--- src/rtl/lcd_power_sequencer.sv ---
// lcd_power_sequencer
//
// Power-up and power-down sequencer for an LVDS LCD panel, plus backlight PWM.
// The panel supply, the video stream and the backlight are switched in datasheet
// order, with a programmable delay between each step. Loss of the pixel-clock
// MMCM lock while the panel is powered forces a full down sequence and sets a
// sticky fault flag.
//
// Build option: define LCD_BL_PWM_EN to build the brightness PWM. Without it,
// led_pwm simply follows led_en and brightness is ignored.
//
// Ports:
//   clk          100 MHz system clock
//   rst          synchronous active-high reset
//   enable_req   level request: panel on
//   mmcm_lckd    pixel-clock MMCM locked (synchronous to clk)
//   brightness   backlight duty, PWM_BITS wide
//   panel_vdd_en panel logic supply enable
//   video_en     video stream enable
//   led_en       backlight enable
//   led_pwm      backlight PWM
//   ready        panel fully on
//   lock_fault   sticky MMCM lock-loss flag
//   state        current sequencer state, for debug
module lcd_power_sequencer #(
    parameter int unsigned T_PWR_VID = 5_000_000,
    parameter int unsigned T_VID_BL  = 20_000_000,
    parameter int unsigned T_BL_VID  = 20_000_000,
    parameter int unsigned T_VID_PWR = 5_000_000,
    parameter int unsigned T_OFF_MIN = 50_000_000,
    parameter int unsigned PWM_BITS  = 8
) (
    input  logic                clk,
    input  logic                rst,
    input  logic                enable_req,
    input  logic                mmcm_lckd,
    input  logic [PWM_BITS-1:0] brightness,
    output logic                panel_vdd_en,
    output logic                video_en,
    output logic                led_en,
    output logic                led_pwm,
    output logic                ready,
    output logic                lock_fault,
    output logic [2:0]          state
);

    localparam int unsigned CntW = 26;

    // A timed state lasts T cycles: load T-1 on entry, leave when the counter hits 0.
    localparam logic [CntW-1:0] LdPwrVid = CntW'(T_PWR_VID - 1);
    localparam logic [CntW-1:0] LdVidBl  = CntW'(T_VID_BL - 1);
    localparam logic [CntW-1:0] LdBlVid  = CntW'(T_BL_VID - 1);
    localparam logic [CntW-1:0] LdVidPwr = CntW'(T_VID_PWR - 1);
    localparam logic [CntW-1:0] LdOffMin = CntW'(T_OFF_MIN - 1);

    typedef enum logic [2:0] {
        StOff     = 3'd0,
        StPwrUp   = 3'd1,
        StVidUp   = 3'd2,
        StOn      = 3'd3,
        StBlDown  = 3'd4,
        StVidDown = 3'd5,
        StCool    = 3'd6
    } state_e;

    state_e          state_q, state_d;
    logic [CntW-1:0] cnt_q, cnt_d;
    logic            lock_fault_q, lock_fault_d;
    logic            vdd_q, vdd_d;
    logic            video_q, video_d;
    logic            led_q, led_d;
    logic            led_pwm_q, led_pwm_d;
    logic            drop_req;
    logic            cnt_zero;

    assign drop_req = ~enable_req | ~mmcm_lckd;
    assign cnt_zero = (cnt_q == '0);

    always_comb begin
        state_d      = state_q;
        cnt_d        = cnt_zero ? '0 : cnt_q - CntW'(1);
        lock_fault_d = lock_fault_q;

        case (state_q)
            StOff: begin
                cnt_d = '0;
                if (!enable_req) begin
                    lock_fault_d = 1'b0;
                end
                if (enable_req && mmcm_lckd && !lock_fault_q) begin
                    state_d = StPwrUp;
                    cnt_d   = LdPwrVid;
                end
            end
            StPwrUp: begin
                // Video never started, so skip straight to the VDD-off delay.
                if (drop_req) begin
                    state_d = StVidDown;
                    cnt_d   = LdVidPwr;
                end else if (cnt_zero) begin
                    state_d = StVidUp;
                    cnt_d   = LdVidBl;
                end
            end
            StVidUp: begin
                if (drop_req) begin
                    state_d = StBlDown;
                    cnt_d   = LdBlVid;
                end else if (cnt_zero) begin
                    state_d = StOn;
                    cnt_d   = '0;
                end
            end
            StOn: begin
                if (drop_req) begin
                    state_d = StBlDown;
                    cnt_d   = LdBlVid;
                end
            end
            // Down states ignore requests and lock: the sequence always completes.
            StBlDown: begin
                if (cnt_zero) begin
                    state_d = StVidDown;
                    cnt_d   = LdVidPwr;
                end
            end
            StVidDown: begin
                if (cnt_zero) begin
                    state_d = StCool;
                    cnt_d   = LdOffMin;
                end
            end
            StCool: begin
                if (cnt_zero) begin
                    state_d = StOff;
                end
            end
            default: begin
                state_d = StOff;
                cnt_d   = '0;
            end
        endcase

        if (!mmcm_lckd && (state_q inside {StPwrUp, StVidUp, StOn})) begin
            lock_fault_d = 1'b1;
        end

        // Outputs are decoded from the next state so they flip on the same edge.
        vdd_d   = state_d inside {StPwrUp, StVidUp, StOn, StBlDown, StVidDown};
        video_d = state_d inside {StVidUp, StOn, StBlDown};
        led_d   = (state_d == StOn);
    end

`ifdef LCD_BL_PWM_EN
    localparam logic [PWM_BITS-1:0] PwmMax = '1;

    logic [PWM_BITS-1:0] pwm_cnt_q, pwm_cnt_d;
    logic [PWM_BITS-1:0] duty_q, duty_d;

    always_comb begin
        pwm_cnt_d = pwm_cnt_q + PWM_BITS'(1);
        // New duty takes effect from the first cycle of the next period.
        duty_d    = (pwm_cnt_q == PwmMax) ? brightness : duty_q;
        led_pwm_d = led_d & ((duty_d == PwmMax) | (pwm_cnt_d < duty_d));
    end

    always_ff @(posedge clk) begin
        if (rst) begin
            pwm_cnt_q <= '0;
            duty_q    <= '0;
        end else begin
            pwm_cnt_q <= pwm_cnt_d;
            duty_q    <= duty_d;
        end
    end
`else
    logic unused_brightness;
    assign unused_brightness = ^brightness;

    always_comb begin
        led_pwm_d = led_d;
    end
`endif

    always_ff @(posedge clk) begin
        if (rst) begin
            state_q      <= StOff;
            cnt_q        <= '0;
            lock_fault_q <= 1'b0;
            vdd_q        <= 1'b0;
            video_q      <= 1'b0;
            led_q        <= 1'b0;
            led_pwm_q    <= 1'b0;
        end else begin
            state_q      <= state_d;
            cnt_q        <= cnt_d;
            lock_fault_q <= lock_fault_d;
            vdd_q        <= vdd_d;
            video_q      <= video_d;
            led_q        <= led_d;
            led_pwm_q    <= led_pwm_d;
        end
    end

    assign panel_vdd_en = vdd_q;
    assign video_en     = video_q;
    assign led_en       = led_q;
    assign ready        = led_q;
    assign led_pwm      = led_pwm_q;
    assign lock_fault   = lock_fault_q;
    assign state        = state_q;

endmodule

--- config.mk ---
export PLATFORM = sky130hd
export DESIGN_NAME = lcd_power_sequencer
export DESIGN_NICKNAME = d
export VERILOG_FILES = /design/src/rtl/lcd_power_sequencer.sv
export SDC_FILE = /design/constraint.sdc
export NUM_CORES = 1
export LEC_CHECK = 0
export CELL_PAD_IN_SITES_DETAIL_PLACEMENT = 1
export CELL_PAD_IN_SITES_GLOBAL_PLACEMENT = 1
export CORE_MARGIN = 5
export CORE_UTILIZATION = 38
export CTS_CLUSTER_DIAMETER = 40
export DETAILED_ROUTE_END_ITERATION = 6
export GPL_TIMING_DRIVEN = 0
export PLACE_DENSITY_LB_ADDON = 0.05
export SLEW_MARGIN = 20
export SYNTH_ARGS = -nofsm -noshare
export SYNTH_HDL_FRONTEND = slang
export SYNTH_SLANG_ARGS = --single-unit
--- constraint.sdc ---
create_clock -name clk -period 2.28 [get_ports clk]
set_clock_uncertainty 0.2 [all_clocks]
set_input_delay 0.342 -clock clk [delete_from_list [all_inputs] [get_ports clk]]
set_output_delay 0.342 -clock clk [all_outputs]
set_load 0.02 [all_outputs]
==> summary.txt <==
Slew Viols, Final = 0
die span in y = 83.1 um
GP Congestion = 0.831
I/O Buffers = 11
first-pass GRT wire length = 11300 um
R2R Setup Slk = -150 ps
DRC = 0
Hold Slack = 289 ps
Crit. End Element = flip-flop
max_slew headroom = 58.3%
worst-skew pair later-pin latency = 290 ps
CP peak stage delay = 400 ps
Worst path top cell family by delay = simple AND/OR/NAND/NOR gates
DRT Pass-1 Iters = 4
CP dominant cell by count = or3_4
1st-iter DRT viols = 217
Mapped Cells = 250
critical path class = reg -> reg
clk buf depth = 2
Crit path depth = 6
DR vias = 2173
antenna viol nets, final = 0
Post-synth EDFFs = 0
synthesized flop and latch total = 33
vias in the first global route = 2194
crit path max fanout = 6
unrepaired setup endpoints after global routing = yes
Vias/cell = 6.04
most frequent cells after synthesis = dfxtp_1, a21oi_1, nand2_1
post-detailed-route wirelength per cell = 20.5 um
worst path cell trace = or3_4, or3_1, buf_6, or3_4, a211oi_4, o31ai_1
clk slew on worst S/H paths = 70 ps
fraction of registers with async set or reset after synthesis = 0%
initial antenna violation count = 0
synth top area cells = dfxtp_1, xnor2_1, a21oi_1
DIE WIDTH = 83.1 um
GRT overflow = 0
CP bufs+invs = 1
endpoints failing hold = 0
area of the die = 6910 sq um
Seq/Total Area, Yosys = 32.5%
crit path to = cnt_q[8]
H-tree depth = 2
HP Class = reg -> reg
violated checks = setup timing
gr usage total = 20.0%
Overall Power = 5200 uW
worst slew pin tran = 626 ps
IO Pins = 21
Worst EP required = 2240 ps
R2R Path End = cnt_q[8]
Mean Syn Cell Area = 8.13 sq um
Final nets = 303
top-count cell post-synth = dfxtp_1
run status = complete, but fails checks
Max Freq = 412 MHz
final setup violation count = 10
synthesized area = 2030 sq um
crit path DAT = 2390 ps
Reg2Reg Depth = 6
Max Cap Viol = 0
maximum resistive drop on vdd = 0.000801 V
P&R area growth vs syn = 40.8%
# fillers = 624
worst r2r src = cnt_q[23]
worst setup path startpoint = cnt_q[23]
Synth area leader = dfxtp_1
Leakage Power = 0.00103 uW
TritonCTS clock tree = built
pwr/cell area = 1820 nW/um^2
top_reg_cell synth = dfxtp_1
Core Rows = 26
cts hold-fix bufs = 0
CP max-delay cell = or3_4
crit share post-route = 106%
min Tclk post-route = 2430 ps
core area = 5140 sq um
post-route setup slack = -146 ps
largest net degree at the start of global routing = 11
ant diodes = 0
CTS root buf = clkbuf_8
share of cells above drive strength 1 = 34.5%
CTS sink cnt = 33
Syn Nets = 264
Yosys cell types = 47
post-synth top area share = 32.5%
DRT Wirelength = 7390 um
critical path launch point type = flip-flop
CTS Buf Count = 5
hold_sp = cnt_q[0]
yosys warns = 0
initial core utilization = 39.6%
DP HPWL = 4500 um
per-stage QoR:
step	utilization (%)	cells	setup slack, ps	area [sq um]	TNS [ps]
floorplan	-	250	-3.34	2040	-10.0
global placement	43.5	331	-721	2240	-12320
detailed placement	43.5	331	-735	2240	-12520
CTS	50.3	350	-170	2580	-1460
global route	55.7	360	-224	2860	-2430
finish	55.7	360	-146	2860	-1160
repair_timing:
action / 4_1_cts / 5_1_grt
cloned: 0 / 1
setup endpoints to repair: 32 / 30
pin swaps: 14 / 28
setup buffers: 11 / 14
gates resized for setup: 27 / 49
worst register-to-register path: cells and delay by family (launching register included):
family / cells / cell delay [ps]
AND/OR/NAND/NOR: 3 / 1170
AO/OA/AOI/OAI: 2 / 450
flip-flops: 1 / 340
buffers and inverters: 1 / 140
power breakdown:
part	switching [uW]	internal, uW	total [uW]	leakage [uW]
registers	288	761	1050	0.000273
logic	1980	1600	3570	0.000703
clock network	225	356	582	0.0000585
total	2490	2710	5200	0.00103
state kept, by name (all words and copies together), names as in the netlist:
name / flops
cnt_q: 26
led_pwm: 1
lock_fault: 1
panel_vdd_en: 1
state: 3
video_en: 1
cells by family (layout without fill, tap and decap cells):
| family | after synthesis | after routing | synth area share, % |
|---|---|---|---|
| AND/OR/NAND/NOR | 90 | 90 | 23.9 |
| AO/OA/AOI/OAI | 81 | 81 | 27.3 |
| flip-flops | 33 | 33 | 32.5 |
| buffers and inverters | 22 | 62 | 5.29 |
| XOR/XNOR | 20 | 20 | 8.62 |
| adder cells (fa/ha/maj) | 2 | 2 | 1.23 |
| multiplexers | 2 | 2 | 1.11 |
cell usage in the layout, fill, tap and decap left out, types with 4 or more instances in the layout:
| master | netlist | layout |
|---|---|---|
| clkdlybuf4s50_1 | 0 | 11 |
| nor3_1 | 15 | 10 |
| nand2_1 | 18 | 17 |
| clkbuf_2 | 0 | 4 |
| nand3_1 | 7 | 4 |
| dfxtp_2 | 0 | 5 |
| o21ai_0 | 11 | 10 |
| nor4_1 | 12 | 7 |
| xor2_1 | 5 | 5 |
| xnor2_1 | 15 | 15 |
| o211ai_1 | 8 | 8 |
| o31ai_1 | 11 | 8 |
| buf_4 | 2 | 26 |
| dfxtp_1 | 33 | 26 |
| clkbuf_8 | 0 | 6 |
| nor2_1 | 12 | 12 |
| a21oi_1 | 24 | 23 |
layout make-up:
type | instances | area [sq um] | area share (%)
multi-input combinational | 195 | 1570 | 54.7
sequential | 33 | 674 | 23.6
timing repair buffer | 37 | 315 | 11.0
tap | 70 | 87.6 | 3.06
clock buffer | 7 | 86.3 | 3.02
buffer | 12 | 80.1 | 2.80
clock inverter | 1 | 30.0 | 1.05
inverter | 5 | 23.8 | 0.830
worst min path at each step:
stage                     slack (ps)        to  cells after the start
after global placement           280  cnt_q[0]                      1
after detailed placement         300  cnt_q[0]                      1
final                            290  cnt_q[0]                      1
after CTS                        310  cnt_q[0]                      1
after global routing             330  cnt_q[0]                      1
after floorplan                  250  cnt_q[0]                      1
per-layer routing:
metal / share of wire (%) / wire length [um] / global-route usage [%] / vias up
met5: 0 / 0 / 0 / -
met4: 2.2 / 160 / 6.84 / 0
met3: 5.3 / 391 / 4.16 / 16
met2: 49 / 3640 / 32.3 / 65
met1: 43 / 3200 / 26.4 / 1057
li1: - / - / - / 1035
(Power assumes the default switching activity.)
